<file path="src/rtl/gpmc_pkg.sv">
// rtl/gpmc_pkg.sv - shared GPMC bus types, widths and default phase lengths
package gpmc_pkg;
    localparam int GPMC_AW       = 16;
    localparam int GPMC_DW       = 16;
    localparam int GPMC_ADV_CYC  = 2;
    localparam int GPMC_ACC_CYC  = 4;
    localparam int GPMC_HOLD_CYC = 1;

    typedef enum logic [2:0] {IDLE, ADDR, TURN, DATA, HOLD} gpmc_state_e;

    function automatic int max3(input int a, input int b, input int c);
        int m;
        m = (a > b) ? a : b;
        return (m > c) ? m : c;
    endfunction
endpackage

</file>
<file path="src/rtl/gpmc_phase_cnt.sv">
// rtl/gpmc_phase_cnt.sv - loadable down-counter timing one bus phase, saturating at zero
module gpmc_phase_cnt #(
    parameter int W = 3
) (
    input  logic         clk_i,
    input  logic         rst_i,
    input  logic         load_i,
    input  logic [W-1:0] load_val_i,
    output logic         zero_o
);
    logic [W-1:0] cnt_q;

    always_ff @(posedge clk_i) begin
        if (rst_i) begin
            cnt_q <= '0;
        end else if (load_i) begin
            cnt_q <= load_val_i;
        end else if (cnt_q != '0) begin
            cnt_q <= cnt_q - 1'b1;
        end
    end

    assign zero_o = (cnt_q == '0);
endmodule

</file>
<file path="src/rtl/gpmc_master.sv">
// rtl/gpmc_master.sv - GPMC initiator: request handshake to multiplexed address/data bus cycles
module gpmc_master import gpmc_pkg::*; #(
    parameter int ADV_CYC  = GPMC_ADV_CYC,
    parameter int ACC_CYC  = GPMC_ACC_CYC,
    parameter int HOLD_CYC = GPMC_HOLD_CYC
) (
    input  logic               CLK_100M,
    input  logic               RST,
    input  logic               req_valid,
    output logic               req_ready,
    input  logic               req_we,
    input  logic [GPMC_AW-1:0] req_addr,
    input  logic [GPMC_DW-1:0] req_wdata,
    output logic               rsp_valid,
    output logic [GPMC_DW-1:0] rsp_rdata,
    output logic [GPMC_DW-1:0] GPMC_AD_OUT,
    output logic               GPMC_AD_OE,
    input  logic [GPMC_DW-1:0] GPMC_AD_IN,
    output logic               GPMC_CSN,
    output logic               GPMC_ADVN,
    output logic               GPMC_WEN,
    output logic               GPMC_OEN,
    output logic               GPMC_CLK
);
    localparam int CW = $clog2(max3(ADV_CYC, ACC_CYC, HOLD_CYC)) + 1;

    gpmc_state_e        state_q;
    logic               req_ready_q, rsp_valid_q, we_q;
    logic [GPMC_DW-1:0] wdata_q, rdata_q, ad_out_q;
    logic               ad_oe_q, csn_q, advn_q, wen_q, oen_q, gclk_q;
    logic               cnt_load, cnt_zero;
    logic [CW-1:0]      cnt_val;

    // Counter is reloaded with the length-1 of whichever phase the FSM enters next.
    always_comb begin
        cnt_load = 1'b0;
        cnt_val  = '0;
        case (state_q)
            IDLE: if (req_valid && req_ready_q) begin
                cnt_load = 1'b1;
                cnt_val  = CW'(ADV_CYC - 1);
            end
            ADDR: if (cnt_zero) begin
                cnt_load = 1'b1;
                cnt_val  = we_q ? CW'(ACC_CYC - 1) : '0;
            end
            TURN: begin
                cnt_load = 1'b1;
                cnt_val  = CW'(ACC_CYC - 1);
            end
            DATA: if (cnt_zero) begin
                cnt_load = 1'b1;
                cnt_val  = CW'(HOLD_CYC - 1);
            end
            default: ;
        endcase
    end

    gpmc_phase_cnt #(.W(CW)) u_phase_cnt (
        .clk_i      (CLK_100M),
        .rst_i      (RST),
        .load_i     (cnt_load),
        .load_val_i (cnt_val),
        .zero_o     (cnt_zero)
    );

    always_ff @(posedge CLK_100M) begin
        if (RST) begin
            state_q     <= IDLE;
            req_ready_q <= 1'b1;
            rsp_valid_q <= 1'b0;
            we_q        <= 1'b0;
            wdata_q     <= '0;
            rdata_q     <= '0;
            ad_out_q    <= '0;
            ad_oe_q     <= 1'b0;
            csn_q       <= 1'b1;
            advn_q      <= 1'b1;
            wen_q       <= 1'b1;
            oen_q       <= 1'b1;
            gclk_q      <= 1'b0;
        end else begin
            rsp_valid_q <= 1'b0;
            if (state_q != IDLE) begin
                gclk_q <= ~gclk_q;
            end
            case (state_q)
                IDLE: if (req_valid && req_ready_q) begin
                    state_q     <= ADDR;
                    req_ready_q <= 1'b0;
                    we_q        <= req_we;
                    wdata_q     <= req_wdata;
                    csn_q       <= 1'b0;
                    advn_q      <= 1'b0;
                    ad_oe_q     <= 1'b1;
                    ad_out_q    <= req_addr;
                    gclk_q      <= 1'b1;
                end
                ADDR: if (cnt_zero) begin
                    advn_q <= 1'b1;
                    if (we_q) begin
                        state_q  <= DATA;
                        wen_q    <= 1'b0;
                        ad_out_q <= wdata_q;
                    end else begin
                        state_q <= TURN;
                        ad_oe_q <= 1'b0;
                    end
                end
                TURN: begin
                    state_q <= DATA;
                    oen_q   <= 1'b0;
                end
                DATA: if (cnt_zero) begin
                    state_q <= HOLD;
                    wen_q   <= 1'b1;
                    oen_q   <= 1'b1;
                    if (!we_q) begin
                        rdata_q <= GPMC_AD_IN;
                    end
                end
                HOLD: if (cnt_zero) begin
                    state_q     <= IDLE;
                    csn_q       <= 1'b1;
                    ad_oe_q     <= 1'b0;
                    ad_out_q    <= '0;
                    gclk_q      <= 1'b0;
                    req_ready_q <= 1'b1;
                    rsp_valid_q <= 1'b1;
                end
                default: state_q <= IDLE;
            endcase
        end
    end

    assign req_ready   = req_ready_q;
    assign rsp_valid   = rsp_valid_q;
    assign rsp_rdata   = rdata_q;
    assign GPMC_AD_OUT = ad_out_q;
    assign GPMC_AD_OE  = ad_oe_q;
    assign GPMC_CSN    = csn_q;
    assign GPMC_ADVN   = advn_q;
    assign GPMC_WEN    = wen_q;
    assign GPMC_OEN    = oen_q;
    assign GPMC_CLK    = gclk_q;
endmodule

</file>
<file path="config.mk">
export PLATFORM = sky130hd
export DESIGN_NAME = gpmc_master
export DESIGN_NICKNAME = d
export VERILOG_FILES = /design/src/rtl/gpmc_pkg.sv /design/src/rtl/gpmc_phase_cnt.sv /design/src/rtl/gpmc_master.sv
export SDC_FILE = /design/constraint.sdc
export NUM_CORES = 1
export LEC_CHECK = 0
export ABC_AREA = 1
export CAP_MARGIN = 20
export CORE_ASPECT_RATIO = 1.5
export CORE_MARGIN = 2
export CORE_UTILIZATION = 45
export DETAILED_ROUTE_END_ITERATION = 8
export PLACE_DENSITY_LB_ADDON = 0.05
export SETUP_SLACK_MARGIN = 0.3
export SLEW_MARGIN = 15
export SYNTH_ARGS = -nofsm -noshare
export SYNTH_HDL_FRONTEND = slang
export SYNTH_SLANG_ARGS = --single-unit
</file>
<file path="constraint.sdc">
create_clock -name CLK_100M -period 1.7 [get_ports CLK_100M]
set_clock_uncertainty 0.05 [all_clocks]
set_input_delay 0.17 -clock CLK_100M [delete_from_list [all_inputs] [get_ports CLK_100M]]
set_output_delay 0.17 -clock CLK_100M [all_outputs]
set_load 0.02 [all_outputs]
</file>
==> impl_metrics.ini <==
[outcome]
status = completed

[power]
power.density_nw_per_um2 = 1602
power_mw = 7.069
p_leak_nw = 2.088
net-switching-power_mw = 2.665
p_int_mw = 4.404
vdd_ir_drop_max_v = 0.001109
power_frac_clock_pct = 21.4
p_seq_share_pct = 28.7
combPwrFrac_pct = 49.9
p_sw_share_pct = 37.70

[floorplan]
die-area_um2 = 6772
die_w_um = 67.86
core-area_um2 = 5871
start_util_pct = 46.89
die_h_um = 99.79
rows = 34
ios = 92

[place]
place_ws_ns = 0.1525
gp_congestion = 0.8201
dp_hpwl_mm = 4.501
place_inst = 533
placed_area_um2 = 3725
numPortBuffers = 91

[yosys]
synth_top_cell_area_share_pct = 45.09
yosysSeqAreaShare_pct = 45.09
synth_fp_nets = 434
syn_avg_cell_area_um2 = 7.244
synthCells = 380
synth-seq-cells = 62
synth_area_leader_cell = dfxtp_1
ys.warnings.count = 0
syn_area_um2 = 2753
synthTopCellsByArea = dfxtp_1 (45%), nor2_1 (8.7%), nand2_1 (7.4%)
synthDistinctLibCells = 27

[critical_path]
cp.required_ns = 1.88
crit_type = register to register
crit_family = simple AND/OR/NAND/NOR gates
cp_max_fo = 16
crit_buf_inv = 3
cpMaxStageDelayCell = dfxtp_1
worstPathArrival_ns = 1.73
slowest_delay_ns = 0.32
start_kind = register
path_cells = buf_4 > nor2_4 > nand3_1 > nand3_2 > nor2_4 > buf_6 > buf_16 > nor2_1 > nor2_1
setup.worst_path.end_class = register

[timing]
hold_viol_final = 0
rsz0062_at_grt = true
slew_viol_final = 0
min_period_ns = 1.543
max_slew_margin_pct = 77.18
worst_slew_pin_slew_ns = 0.3423
clock.fmax_mhz = 648.2
finalSetupTns_ns = 0
worst_slack_ns = 0.1574
setup_viol = 0
finalCritPeriodShare_pct = 90.74

[clocking]
ctsLongestPathBuffers = 2
clkLatencyLatePin_ns = 0.35
cts_hold_buf = 0
cts_sinks = 62
tritoncts = done
clk_pin_slew_worst_paths_ns = 0.07
cts_buffers = 9
clockRootBuffer = clkbuf_8
h-tree-depth = 3

[layout]
layoutNonFillerInstCount = 572
area_growth_pct = 60.27
nets = 549
stdcell_area_um2 = 4412
n_antenna_cell = 0
drive_gt1_share_pct = 24.60

[global_routing]
grt_max_degree = 32
grt_usage_pct = 22.18
grt_pass1_vias = 2629
grt-ovfl-total = 0
antenna_found_initial = 0
grt_pass1_wl_mm = 11.41

[job]
maxCapViolations = 0

[routing]
routed_wl_mm = 7.507
drtPass1Iterations = 4
dr_total_vias = 2809
ant_nets = 0
viasPerCell = 4.911
drt_iter0_markers = 146
drc = 0
drt-wirelength-per-cell_um = 13.12

[hold_path]
hold_class = primary input to register
==> stage by stage <==
step | utilization [%] | hold slack (ns)
floorplan | - | 0.2482
global placement | 63.45 | 0.3844
detailed placement | 63.45 | 0.3868
CTS | 72.04 | 0.3381
global route | 75.15 | 0.3550
finish | 75.15 | 0.3573
==> worst paths after layout <==
check	startpoint	end	cells after the start	slack [ns]
hold / removal	GPMC_AD_IN[11]	rsp_rdata[11]$_SDFFE_PP0P_	3	0.36
setup reg to reg	state_q[2]$_SDFFE_PP0P_	GPMC_AD_OUT[4]$_SDFFE_PP0P_	9	0.16
hold reg to reg	wdata_q[11]$_SDFFE_PP0N_	wdata_q[11]$_SDFFE_PP0N_	2	0.40
setup / recovery	state_q[2]$_SDFFE_PP0P_	GPMC_AD_OUT[4]$_SDFFE_PP0P_	9	0.16
==> state kept, by name (all words and copies together), names as in the netlist <==
| signal | flops |
|---|---|
| GPMC_ADVN | 1 |
| GPMC_AD_OE | 1 |
| GPMC_AD_OUT | 16 |
| GPMC_CLK | 1 |
| GPMC_CSN | 1 |
| GPMC_OEN | 1 |
| GPMC_WEN | 1 |
| rsp_rdata | 16 |
| rsp_valid | 1 |
| state_q | 3 |
| u_phase_cnt.cnt_q | 3 |
| wdata_q | 16 |
| we_q | 1 |
==> cells in the mapped netlist (all sizes together) <==
| cell | number |
|---|---|
| o211ai | 1 |
| dfxtp | 62 |
| clkbuf | 6 |
| nand3 | 30 |
| or2 | 1 |
| nand2 | 59 |
| a21o | 1 |
| buf | 14 |
| nor2 | 79 |
| nor4 | 1 |
| a31oi | 1 |
| ha | 2 |
| a21oi | 26 |
| inv | 45 |
| xnor2 | 1 |
| nor3 | 1 |
| o21ai | 48 |
| nand4 | 2 |
==> kinds of logic after synthesis <==
group	Yosys count	synth area share (%)
xor+xnor	1	0.3182
buf+inv	65	11.36
flops	62	45.09
simple gates	173	28.09
compound gates	77	14.23
fa+ha+maj	2	0.9089
==> worst register-to-register path, delay by kind of cell (launching register included) <==
| family | cells | cell delay (ns) |
|---|---|---|
| simple gates | 6 | 0.64 |
| flops | 1 | 0.32 |
| buf+inv | 3 | 0.43 |
==> routing by layer <==
layer  share of wire [%]  vias up  track usage, %  wire (µm)
met5                   0        -               0          0
li1                    -     1431               -          -
met4                 2.8        0           12.00        213
met3                 4.9       17           4.596        366
met2                  53       78           39.44       4011
met1                  39     1283           23.65       2915
==> cells in the final DEF, fill, tap and decap left out, drive strengths merged <==
cell,count
a21oi,26
nand4,2
o211ai,1
ha,2
nand2,59
inv,46
a21o,1
clkdlybuf4s50,51
o21ai,48
clkbuf,13
a31oi,1
or2,1
buf,32
clkinv,1
nor2,79
xnor2,1
dlygate4sd2,40
nand3,30
nor3,1
dfxtp,62
bufinv,2
nor4,1
==> power by group through the flow <==
stage / Combinational (mW) / Sequential, mW / Clock (mW)
floorplan: 1.48 / 2.32 / 0
global placement: 2.53 / 2.03 / 0
detailed placement: 2.57 / 2.05 / 0
CTS: 3.21 / 2.02 / 1.53
global route: 3.87 / 2.07 / 1.59
finish: 3.53 / 2.03 / 1.51
==> layout make-up <==
class                           instances  area, µm²
Fill cell                             457       1459
Tap cell                               72      90.09
Multi-Input combinational cell        253       1430
Clock inverter                          3      65.06
Timing Repair inverter                  1      6.256
Inverter                               45      178.9
Sequential cell                        62       1249
Timing Repair Buffer                  123       1224
Clock buffer                           13      168.9
==> repair_timing <==
item                                    4_1_cts  5_1_grt
setup buffers                                12        7
gates cloned                                  4        0
hold endpoints to repair                      0        0
gates resized for setup                      95       30
endpoints found under the setup margin       75       45
pin swaps                                    14       20
Power figures use the tool's default switching activity.
